### config.mk
export PLATFORM = sky130hd
export DESIGN_NAME = wb_arbiter
export DESIGN_NICKNAME = d
export VERILOG_FILES = /design/src/rtl/wb_arbiter.sv
export SDC_FILE = /design/constraint.sdc
export NUM_CORES = 1
export LEC_CHECK = 0
export ABC_AREA = 1
export CAP_MARGIN = 20
export CORE_MARGIN = 3
export CORE_UTILIZATION = 31
export CTS_CLUSTER_DIAMETER = 40
export DETAILED_ROUTE_END_ITERATION = 16
export GPL_TIMING_DRIVEN = 0
export PLACE_DENSITY_LB_ADDON = 0.3
export SYNTH_ARGS = -nofsm -noshare
export SYNTH_HDL_FRONTEND = slang
export SYNTH_SLANG_ARGS = --single-unit
### constraint.sdc
create_clock -name clk -period 1.79 [get_ports clk]
set_input_delay 0.2685 -clock clk [delete_from_list [all_inputs] [get_ports clk]]
set_output_delay 0.2685 -clock clk [all_outputs]
set_load 0.05 [all_outputs]
### src/rtl/wb_arbiter.sv
// Two-master to one-slave Wishbone arbiter: round-robin, grant held for the
// whole bus cycle, watchdog kills stalled cycles with an error to the owner.
module wb_arbiter #(
  parameter int ADDR_WIDTH = 16,
  parameter int DATA_WIDTH = 16,
  parameter int TIMEOUT    = 64
) (
  input  logic                  clk,
  input  logic                  reset,
  input  logic [ADDR_WIDTH-1:0] m0_address,
  input  logic [DATA_WIDTH-1:0] m0_writedata,
  output logic [DATA_WIDTH-1:0] m0_readdata,
  input  logic                  m0_write,
  input  logic                  m0_cycle,
  input  logic                  m0_strobe,
  output logic                  m0_ack,
  output logic                  m0_err,
  input  logic [ADDR_WIDTH-1:0] m1_address,
  input  logic [DATA_WIDTH-1:0] m1_writedata,
  output logic [DATA_WIDTH-1:0] m1_readdata,
  input  logic                  m1_write,
  input  logic                  m1_cycle,
  input  logic                  m1_strobe,
  output logic                  m1_ack,
  output logic                  m1_err,
  output logic [ADDR_WIDTH-1:0] wbs_address,
  output logic [DATA_WIDTH-1:0] wbs_writedata,
  input  logic [DATA_WIDTH-1:0] wbs_readdata,
  output logic                  wbs_write,
  output logic                  wbs_cycle,
  output logic                  wbs_strobe,
  input  logic                  wbs_ack,
  output logic [1:0]            grant,
  output logic [7:0]            err_count
);

  typedef enum logic [1:0] {IDLE, BUSY, TERM} state_t;

  localparam logic [7:0] WD_LAST = 8'(TIMEOUT - 1);

  state_t     state, state_nxt;
  logic       owner, owner_nxt;
  logic       last_owner, last_owner_nxt;
  logic [7:0] wd_cnt, wd_nxt;
  logic [7:0] err_nxt;
  logic       own_cyc, own_stb;

  assign own_cyc = owner ? m1_cycle  : m0_cycle;
  assign own_stb = owner ? m1_strobe : m0_strobe;

  always_ff @(posedge clk) begin
    if (!reset) begin
      state      <= IDLE;
      owner      <= 1'b0;
      last_owner <= 1'b1;
      wd_cnt     <= '0;
      err_count  <= '0;
    end else begin
      state      <= state_nxt;
      owner      <= owner_nxt;
      last_owner <= last_owner_nxt;
      wd_cnt     <= wd_nxt;
      err_count  <= err_nxt;
    end
  end

  always_comb begin
    state_nxt      = state;
    owner_nxt      = owner;
    last_owner_nxt = last_owner;
    wd_nxt         = wd_cnt;
    err_nxt        = err_count;
    case (state)
      IDLE: begin
        wd_nxt = '0;
        if (m0_cycle && m1_cycle) begin
          owner_nxt = !last_owner;
          state_nxt = BUSY;
        end else if (m0_cycle) begin
          owner_nxt = 1'b0;
          state_nxt = BUSY;
        end else if (m1_cycle) begin
          owner_nxt = 1'b1;
          state_nxt = BUSY;
        end
      end
      BUSY: begin
        if (!own_cyc) begin
          state_nxt      = IDLE;
          last_owner_nxt = owner;
          wd_nxt         = '0;
        end else if (own_stb && !wbs_ack) begin
          // ack in the final watchdog clk falls to the else branch and wins
          if (wd_cnt == WD_LAST) begin
            state_nxt = TERM;
            wd_nxt    = '0;
          end else begin
            wd_nxt = wd_cnt + 8'd1;
          end
        end else begin
          wd_nxt = '0;
        end
      end
      TERM: begin
        state_nxt      = IDLE;
        last_owner_nxt = owner;
        wd_nxt         = '0;
        if (err_count != 8'hFF) err_nxt = err_count + 8'd1;
      end
      default: state_nxt = IDLE;
    endcase
  end

  always_comb begin
    wbs_address   = '0;
    wbs_writedata = '0;
    wbs_write     = 1'b0;
    wbs_cycle     = 1'b0;
    wbs_strobe    = 1'b0;
    grant         = 2'b00;
    m0_ack        = 1'b0;
    m1_ack        = 1'b0;
    m0_err        = 1'b0;
    m1_err        = 1'b0;
    m0_readdata   = '0;
    m1_readdata   = '0;
    case (state)
      BUSY: begin
        wbs_address   = owner ? m1_address   : m0_address;
        wbs_writedata = owner ? m1_writedata : m0_writedata;
        wbs_write     = owner ? m1_write     : m0_write;
        wbs_cycle     = own_cyc;
        wbs_strobe    = own_stb;
        grant         = owner ? 2'b10 : 2'b01;
        m0_ack        = !owner && wbs_ack;
        m1_ack        = owner && wbs_ack;
        m0_readdata   = wbs_readdata;
        m1_readdata   = wbs_readdata;
      end
      TERM: begin
        grant  = owner ? 2'b10 : 2'b01;
        m0_err = !owner;
        m1_err = owner;
      end
      default: ;
    endcase
  end

endmodule

# After elaboration in Yosys (flattened, before gate mapping)
# Cells that the tools add are included.
# word_totals
regBits	20
inputBits	89
output_inout_bits	81
# op_classes
n_addsub	2
eq_ne	8
muxes	33
n_reduce_logical	17
# op_table
cell	n
$mux 16	5
$mux 8	3
$add 8x1->8 const B	2
$mux 2	8
$pmux 8 s2	1
$mux 1	14
$eq 8x6->1 const B	1
$ne 8x8->1 const B	1
$ne 3x3->1 const B	2
$reduce_and 2->1	3
$logic_and 1x1->1	4
$ne 4x4->1 const B	1
$pmux 2 s2	1
$reduce_bool 2->1	2
$reduce_or 2->1	2
$logic_not 1->1	3
$reduce_and 3->1	1
$reduce_bool 3->1	1
$eq 2x1->1 const B	1
$eq 2x2->1 const B	1
$logic_not 2->1	1
$ne 2x2->1 const B	1
$pmux 1 s2	1

# Logic depth before layout (Yosys ltp)
# Gate-level depths: netlist (run 1).
# logic_depth
word_depth	5
depth_mapped	9
mapped_depth_nobuf	9

# Worst setup path after synthesis (run 1)
# No wires, ideal clock.
# synth_path
path_kind	register to output
startpoint	register state[1]
endpoint	output port m0_ack
t_arrival_ns	2.088
t_required_ns	1.521
slack_ns	-0.567
path_stages_with_launch	7
n_path_buf	2
path_cell_list	dfxtp_1 -> inv_1 -> ha_1 -> clkbuf_1 -> buf_1 -> inv_1 -> nor3_1
# synth_via
elab_chain_len	2
# synth_lines
item	line_no	rtl
from (decl)	41	state_t state, state_nxt;
from (signal assigned)	59	state <= state_nxt;
$eq 2x1->1	127	case (state)
$mux 1	127	
to (decl)	16	output logic m0_ack,
# No other way between the ends.

# Worst setup path after layout (run 1)
# layout_path
startpoint	register state[1]
endpoint	output port wbs_address[8]
# layout_via
elab_chain_len	2
# layout_lines
item	line_no	rtl
$eq 2x1->1	127	
$mux 16	127	
to (decl)	26	output logic [ADDR_WIDTH-1:0] wbs_address,
# No other way between the ends.

==> results.txt, run 1 <==
Status -> finished, final reports clean
Total placed cells including tap cells -> 572
Largest net degree at the start of global routing -> 13
Die height -> 83.2 um
P_leak -> 1.83 nW
CP arrival -> 1.47 ns
First-pass iteration count of the detailed router -> 4
Clock Skews -> 0.00802 ns
Initial antenna violation count -> 0
Hold Worst Slack -> 0.496 ns
Number of flops mapped to enable cells by yosys -> 0
Crit path required time -> 1.52 ns
CTS tree -> built
Hold/Removal Path Class -> flop to flop
Final Max Slew Viols -> 0
Cells after synthesis -> 331
Max_slew headroom -> 66.7%
Pwr/cell area -> 846 mW/mm2
Vias in the first global route -> 2677
Total track usage -> 22.7%
Critical Path Source Type -> flop
Post-route insts no fill -> 576
Clock latency on the worst-skew pair -> 0.27 ns
Setup Viol. Count Final -> 0
DRT iter0 DRCs -> 68
N_diodes -> 0
Syn Area/Cell -> 5.59 um2
Maximum VDD drop -> 547 uV
Endpoint class of the critical path -> output pin
Final #Nets -> 601
Warnings from Yosys -> 0
Share of cells above drive strength 1 -> 36.9%
#FFs+latches synth -> 20
Period utilization -> 97.2%
Mapped Nets -> 427
GP Congestion -> 0.922
Die Wd -> 83.2 um
Dominant cell type by area after synthesis -> dfxtp_1
RSZ-0062 raised after global routing -> yes
Row count -> 27
Total core area -> 0.00564 mm2
Routed WL -> 8130 um
Seq/Total Area, Yosys -> 21.7%
Worst-Margin Slew -> 0.499 ns
Die Area -> 0.00693 mm2
CP Class -> flop to output pin
Hold Fails Final Rpt -> 0
H-tree depth -> 1
Dpl hpwl -> 6630 um
Max FO, Critical Path -> 10
Synth cell types -> 23
Max Cap Viol -> 0
CTS Root Cell -> clkbuf_8
ANT nets after route -> 0
First-pass GRT wire length -> 13200 um
DRC -> 0
Max Freq -> 575 MHz
Ports -> 170
Layout Utilization -> 70.2%
Post-synth ARST share -> 0%
CTS buffer count -> 3
P&R area growth vs syn -> 114%
Starting density of the core -> 32.8%
GRT Residual Overflow -> 0
Clock tree buffer depth -> 2
Routed vias/inst -> 4.66
Syn Std Cell Area -> 0.00185 mm2
Synth top area share -> 21.7%
TNS Setup -> 0 ns
Clk sink count -> 20
Min cycle time layout -> 1.74 ns
Clock-pin slew on the worst setup and hold paths -> 0.08 ns
Routed vias -> 2682
Average wire per standard cell -> 14.1 um
Area contributors post-synth -> dfxtp_1 (22%), nor2_1 (18%), nand2_1 (13%)
Port Buf Inserts -> 169
Post-synth top flop -> dfxtp_1
## kinds of logic after synthesis
logic type / synth area share (%)
and+or+nand+nor: 37.7
DFF: 21.7
AOI/OAI and AO/OA: 13.6
buffers and inverters: 17.6
adders and majority gates: 4.74
xor gates and xnor gates: 4.74
## state kept, by name, indices dropped and copies added, names as in the netlist
register    cells
state           2
owner           1
last_owner      1
err_count       8
wd_cnt          8
## worst max-delay path: stages, from the launching register on
cell and delay, ns:
dfxtp_2 0.34, inv_2 0.08, ha_4 0.20, buf_4 0.18, o21ai_0 0.12, nor2_2 0.12, buf_6 0.17
## per-layer routing
layer,global-route usage [%],part of all wire [%],vias to the layer above
met2,42.2,51,110
met3,5.95,7.3,13
met1,25.8,40,1212
met5,0,0,-
li1,-,-,1347
met4,4.75,1.9,0
## area by class of cell
type,instances,area (um2)
Fill cell,487,1680
Timing Repair Buffer,170,1640
Multi-Input combinational cell,241,1300
Sequential cell,20,404
Buffer,28,246
Inverter,41,214
Tap cell,72,90.1
Clock buffer,3,41.3
Clock inverter,1,30.0
## stage by stage
stage	worst slack (ns)	cell area, um2	power (W)
finish	0.0502	3960	0.00335
global route	-0.0413	3960	0.00351
CTS	0.00107	3780	0.00323
detailed placement	-0.893	3830	0.00278
global placement	-0.902	3830	0.00276
floorplan	-0.187	2050	0.00199
## placed cells by master (no fill, tap or decap), types with 16 or more instances in the layout
master,Yosys,final
nand2_2,1,17
inv_1,38,21
o21ai_0,39,33
nor2_1,91,57
clkdlybuf4s50_1,0,89
clkinvlp_4,0,16
buf_2,2,19
buf_4,16,23
nor2_2,2,32
buf_6,0,53
nand2_1,64,48
dfxtp_1,20,17
## synth_stat cells, drive strengths merged, types with 3 or more instances
| cell | instances |
|---|---|
| a21oi | 8 |
| o21ai | 40 |
| xor2 | 9 |
| ha | 7 |
| nand3 | 10 |
| nand2 | 65 |
| nand4 | 3 |
| buf | 22 |
| dfxtp | 20 |
| nor2 | 93 |
| inv | 41 |
| clkbuf | 7 |
| nor3 | 3 |
## worst paths after layout
kind | startpoint | end | slack, ns | cells past startpoint
worst max-delay path | state[1] | wbs_address[8] | 0.05 | 6
worst min-delay path | last_owner | last_owner | 0.50 | 2
worst max register to register | state[0] | err_count[1] | 0.22 | 7
worst min register to register | last_owner | last_owner | 0.50 | 2
## repair_timing
action | CTS | global route
setup endpoints to repair | 78 | 64
hold buffers | 0 | 0
pin swaps | 0 | 1
setup buffers | 1 | 0
gates resized for setup | 466 | 63
## where the power goes
group	switching (W)	internal, W	total, W
logic	0.00153	0.000863	0.00239
registers	0.0000259	0.000471	0.000497
clock network	0.000165	0.000299	0.000464
total	0.00172	0.00163	0.00335
(Power assumes the default switching activity.)
==> run 2, diff against run 1 <==
==> constraint.sdc (replaced) <==
create_clock -name clk -period 2 [get_ports clk]
set_input_delay 0.3 -clock clk [delete_from_list [all_inputs] [get_ports clk]]
set_output_delay 0.3 -clock clk [all_outputs]
set_load 0.005 [all_outputs]
==> results.txt, run 2 (synthesized netlist as in run 1, its figures left out) <==
Ports -> 170 (unchanged)
P&R area growth vs syn -> 112%
First-pass iteration count of the detailed router -> 4 (unchanged)
Die Area -> 0.00693 mm2 (unchanged)
Met1 WL -> 3450 um (+6.1%)
Reg power frac -> 22.1% (+7.3 points)
Routed vias -> 2678 (-0.15%)
Min cycle time layout -> 2.03 ns
Wire length on met3 -> 515 um (-13%)
Hold/Removal Path Class -> input port to flop
Regs by FF count -> err_count x8, wd_cnt x8, state x2
Hold Worst Slack -> 0.406 ns (-0.0899 ns)
First-pass GRT wire length -> 12700 um (-3.6%)
Dpl hpwl -> 6570 um (-0.95%)
Total placed cells including tap cells -> 572 (unchanged)
Vias in the first global route -> 2503 (-6.5%)
Max Freq -> 492 MHz
Row count -> 27 (unchanged)
Max FO, Critical Path -> 10 (unchanged)
Post-route insts no fill -> 586 (+1.7%)
Slowest CP cell -> clkdlybuf4s50_1
Total power -> 0.00201 W (-40%)
N_diodes -> 0 (unchanged)
DRC -> 0 (unchanged)
Met2 WL -> 4290 um (+3.7%)
Period utilization -> 102%
Worst-Margin Slew -> 0.374 ns (-0.125 ns)
Total track usage -> 22.2% (-0.48 points)
Largest net degree at the start of global routing -> 12 (-1)
CP max stage delay -> 0.50 ns (+0.16 ns)
Post-route cell area -> 0.00391 mm2 (-1.3%)
Commonest non-fill, non-tap cell in the layout -> clkdlybuf4s50_1
ANT nets after route -> 0 (unchanged)
Max Cap Viol -> 0 (unchanged)
GRT Residual Overflow -> 0 (unchanged)
H-tree depth -> 1 (unchanged)
Status -> complete, but fails checks
Hold Fails Final Rpt -> 0 (unchanged)
Setup Viol. Count Final -> 2 (+2)
Maximum VDD drop -> 407 uV (-26%)
Top layer in use -> met4
Clk pwr share -> 15.5% (+1.7 points)
Clock-pin slew on the worst setup and hold paths -> 0.07 ns (about the same)
Failing checks -> negative setup slack
Clk sink count -> 20 (unchanged)
Initial antenna violation count -> 0 (unchanged)
Crit path required time -> 1.70 ns (+0.18 ns)
CTS buffer count -> 3 (unchanged)
Placed Area -> 0.00363 mm2 (-5.3%)
Layout Utilization -> 69.4% (-0.89 points)
RSZ-0062 raised after global routing -> yes
Final Max Slew Viols -> 0 (unchanged)
DRT iter0 DRCs -> 101 (+49%)
Sw Share -> 34.0% (-17 points)
Most common cell on crit path -> inv_2
Clock tree buffer depth -> 2 (unchanged)
Max_slew headroom -> 75.0% (+8.4 points)
CP Class -> flop to output pin
Total core area -> 0.00564 mm2 (unchanged)
Final #Nets -> 611 (+1.7%)
P_leak -> 2.41 nW (+32%)
CTS tree -> built
Most frequent cells in the layout -> clkdlybuf4s50_1 (109), nor2_1 (91), nand2_1 (63), o21ai_0 (39), buf_4 (38)
Endpoint class of the critical path -> output pin
Routed WL -> 8430 um (+3.7%)
Starting density of the core -> 32.8% (unchanged)
Int Pwr -> 0.00133 W (-19%)
R2R setup slack -> 0.44 ns (+0.22 ns)
Min setup slack post-route -> -0.0340 ns (-0.0842 ns)
Logic pwr share -> 62.4% (-8.9 points)
Critical Path Source Type -> flop
Routed vias/inst -> 4.57 (-1.9%)
Average wire per standard cell -> 14.4 um (+2.0%)
Pwr/cell area -> 515 mW/mm2 (-39%)
Die Wd -> 83.2 um (unchanged)
Share of cells above drive strength 1 -> 13.6% (-23 points)
CTS Root Cell -> clkbuf_8
Clock latency on the worst-skew pair -> 0.26 ns (about the same)
Crit-path cells -> inv_2 -> ha_4 -> buf_6 -> nand2_1 -> inv_2 -> buf_4 -> clkdlybuf4s50_1
Buf+Inv Stages, Crit Path -> 5 (+2)
Family with the most delay on the worst path -> buffers and inverters
Total net switching power -> 0.000685 W (-60%)
Die height -> 83.2 um (unchanged)
CP arrival -> 1.73 ns (+0.26 ns)
Port Buf Inserts -> 169 (unchanged)
Clock Skews -> 0.00127 ns (-0.00675 ns)
Post-CTS Hold Buffers -> 0 (unchanged)
GP Congestion -> 0.915 (-0.80%)
-- run 2: cell types whose count changed in the layout (fill, tap and decap cells not counted), sizes merged --
cell / before / now
buf: 97 / 43
bufinv: 1 / 0
clkbuf: 8 / 9
clkdlybuf4s50: 89 / 109
clkinvlp: 16 / 0
dlygate4sd2: 5 / 15
dlymetal6s2s: 2 / 36
inv: 25 / 41
-- run 2: timing repair --
| action | CTS | global route |
|---|---|---|
| buffers inserted | 4 | 6 |
| cloned | 1 | 0 |
| pin swaps | 1 | 1 |
| resized for setup | 38 | 67 |
| setup endpoints to repair | 73 | 54 |
-- run 2: layout make-up --
class,instances,area (um2)
buffer,28,226
clock buffer,4,55.1
fill,490,1730
inverter,41,154
multi-input combinational,241,1150
sequential,20,407
tap,72,90.1
timing repair buffer,180,1830
-- run 2: final timing paths --
| kind | startpoint | endpoint | cells after the start |
|---|---|---|---|
| worst max-delay path | state[1] | m1_readdata[1] | 7 |
| worst min-delay path | m1_cycle | owner | 3 |
| worst max register to register | state[0] | err_count[0] | 7 |
| worst min register to register | last_owner | last_owner | 2 |
-- run 2: tightest hold or removal path: cells and delay by family --
| kind | cells | cell delay (ns) |
|---|---|---|
| AO/OA/AOI/OAI | 1 | 0.07 |
| buffers and inverters | 1 | 0.16 |
| AND/OR/NAND/NOR | 1 | 0.10 |
-- run 2: through the flow --
| stage | TNS (ns) | setup slack [ns] |
|---|---|---|
| 2_1_floorplan | 0 | 0.449 |
| 3_3_place_gp | -15.34 | -0.278 |
| 3_5_place_dp | -17.92 | -0.326 |
| 4_1_cts | -1.82 | -0.102 |
| 5_1_grt | -0.450 | -0.111 |
| 6_report | -0.0354 | -0.0340 |
-- run 2: routing by layer --
layer	vias to the layer above	track usage, %
li1	1374	-
met1	1202	26.2
met2	87	40.5
met3	15	3.57
met4	0	7.28
met5	-	0
-- run 2: power by group through the flow --
stage / registers, W / logic [W] / clock network (W)
finish: 0.000446 / 0.00126 / 0.000312
global placement: 0.000449 / 0.00115 / 0
global route: 0.000448 / 0.00137 / 0.000340
CTS: 0.000444 / 0.00121 / 0.000323
detailed placement: 0.000450 / 0.00117 / 0
floorplan: 0.000446 / 0.000456 / 0
==> run 3, diff against run 2 <==
==> constraint.sdc (replaced) <==
create_clock -name clk -period 2 [get_ports clk]
set_input_delay 0.2 -clock clk [delete_from_list [all_inputs] [get_ports clk]]
set_output_delay 0.2 -clock clk [all_outputs]
set_load 0.005 [all_outputs]
==> results.txt, run 3 (synthesized netlist as in run 1, its figures left out) <==
Max_slew headroom -> 74.5% (-0.51 points)
Die Wd -> 83.2 um (unchanged)
Crit-path cells -> inv_2 -> ha_4 -> buf_8 -> nand2_1 -> inv_2 -> buf_4 -> clkdlybuf4s50_1
Max Cap Viol -> 0 (unchanged)
GRT Residual Overflow -> 0 (unchanged)
Period utilization -> 97.5% (-4.2 points)
Die Area -> 0.00693 mm2 (unchanged)
Initial antenna violation count -> 0 (unchanged)
Port Buf Inserts -> 169 (unchanged)
Dpl hpwl -> 6570 um (unchanged)
Worst-Margin Slew -> 0.382 ns (+0.00759 ns)
H-tree depth -> 1 (unchanged)
Most common cell on crit path -> inv_2
Total core area -> 0.00564 mm2 (unchanged)
TNS Setup -> 0 ns (+0.0354 ns)
DRT iter0 DRCs -> 96 (-5.0%)
Maximum VDD drop -> 398 uV (-2.1%)
Row count -> 27 (unchanged)
DRC -> 0 (unchanged)
CTS buffer count -> 3 (unchanged)
Hold Fails Final Rpt -> 0 (unchanged)
GP Congestion -> 0.915 (unchanged)
Regs by FF count -> err_count x8, wd_cnt x8, state x2
N_diodes -> 0 (unchanged)
CP max stage delay -> 0.50 ns (about the same)
Commonest non-fill, non-tap cell in the layout -> clkdlybuf4s50_1
Routed vias -> 2610 (-2.5%)
Routed vias/inst -> 4.48 (-2.0%)
Final #Nets -> 608 (-0.49%)
Starting density of the core -> 32.8% (unchanged)
Clock-pin slew on the worst setup and hold paths -> 0.08 ns (about the same)
ANT nets after route -> 0 (unchanged)
Clk sink count -> 20 (unchanged)
CP Class -> flop to output pin
Clock latency on the worst-skew pair -> 0.26 ns (about the same)
Slowest CP cell -> clkdlybuf4s50_1
Ports -> 170 (unchanged)
Final Max Slew Viols -> 0 (unchanged)
P&R area growth vs syn -> 109%
Pwr/cell area -> 518 mW/mm2 (+0.61%)
Hold/Removal Path Class -> flop to flop
Clock Skews -> 0.00489 ns (+0.00362 ns)
Critical Path Source Type -> flop
Total power -> 0.00201 W (-0.46%)
Min setup slack post-route -> 0.0504 ns (+0.0844 ns)
Total track usage -> 21.9% (-0.33 points)
Largest net degree at the start of global routing -> 12 (unchanged)
Die height -> 83.2 um (unchanged)
Most frequent cells in the layout -> clkdlybuf4s50_1 (122), nor2_1 (91), nand2_1 (63), o21ai_0 (39), inv_1 (34)
Max Freq -> 513 MHz (+4.3%)
Setup Viol. Count Final -> 0 (-2)
P_leak -> 2.30 nW (-4.7%)
First-pass GRT wire length -> 12500 um (-1.4%)
RSZ-0062 raised after global routing -> yes
CTS Root Cell -> clkbuf_8
Share of cells above drive strength 1 -> 12.5% (-1.1 points)
First-pass iteration count of the detailed router -> 4 (unchanged)
CP arrival -> 1.75 ns (+0.02 ns)
Place WS -> -0.226 ns (+0.100 ns)
Endpoint class of the critical path -> output pin
Min cycle time layout -> 1.95 ns (-0.0844 ns)
Clock tree buffer depth -> 2 (unchanged)
CTS tree -> built
Max FO, Critical Path -> 10 (unchanged)
Vias in the first global route -> 2464 (-1.6%)
Crit path required time -> 1.80 ns (+0.10 ns)
Average wire per standard cell -> 14.1 um (-2.2%)
Status -> finished, final reports clean
Routed WL -> 8200 um (-2.7%)
==> run 3: cell types whose count changed in the layout (fill, tap and decap cells not counted), moves of 2 or more <==
cell,before,now
clkdlybuf4s50_1,109,122
buf_4,38,32
dlygate4sd2_1,15,9
dlymetal6s2s_1,36,31
buf_2,0,2
ha_1,4,6
==> run 3: metrics by stage <==
step	hold slack, ns	utilization, %	area, um2	std cells
2_1_floorplan	0.299	-	1850	331
3_3_place_gp	0.463	64.4	3630	572
3_5_place_dp	0.485	64.4	3630	572
4_1_cts	0.506	66.0	3720	576
5_1_grt	0.557	68.6	3870	583
6_report	0.508	68.6	3870	583
==> run 3: area by class of cell <==
type                       instances  area, um2
timing repair buffer             177       1800
inverter                          41        154
buffer                            28        223
fill                             487       1770
multi-input combinational        241       1140
clock buffer                       4       55.1
sequential                        20        407
tap                               72       90.1
==> run 3: path summary, 6_finish.rpt <==
path                startpoint              to  slack, ns  cells past startpoint
setup reg to reg  err_count[0]    err_count[0]       0.45                      7
setup / recovery      state[1]  m1_readdata[1]       0.05                      7
hold / removal      last_owner      last_owner       0.51                      2
hold reg to reg     last_owner      last_owner       0.51                      2
==> run 3: routing by layer <==
layer | share of wire [%] | vias up | global-route usage, %
met2 | 50 | 87 | 39.9
met3 | 6.1 | 17 | 3.57
li1 | - | 1362 | -
met1 | 41 | 1144 | 25.7
met4 | 2.7 | 0 | 7.43
met5 | 0 | - | 0
==> run 3: what timing repair did <==
item                                   CTS  global route
hold buffers                             0             0
setup buffers                            1             6
resized for setup                       29            61
endpoints found under the hold margin    0             0
cloned                                   0             1
pin swaps                                0             2
setup endpoints to repair               71            50
==> run 3: report_power, final <==
part | leakage [nW] | switching (W) | internal, W | total (W)
clock network | 0.0288 | 0.000143 | 0.000176 | 0.000318
logic | 2.11 | 0.000508 | 0.000731 | 0.00124
registers | 0.163 | 0.0000248 | 0.000423 | 0.000448
total | 2.30 | 0.000676 | 0.00133 | 0.00201
==> run 3: critical path, delay by kind of cell (launching register included) <==
kind / cells / cell delay, ns
DFF: 1 / 0.34
adders and majority gates: 1 / 0.20
and+or+nand+nor: 1 / 0.06
buffers and inverters: 5 / 0.88
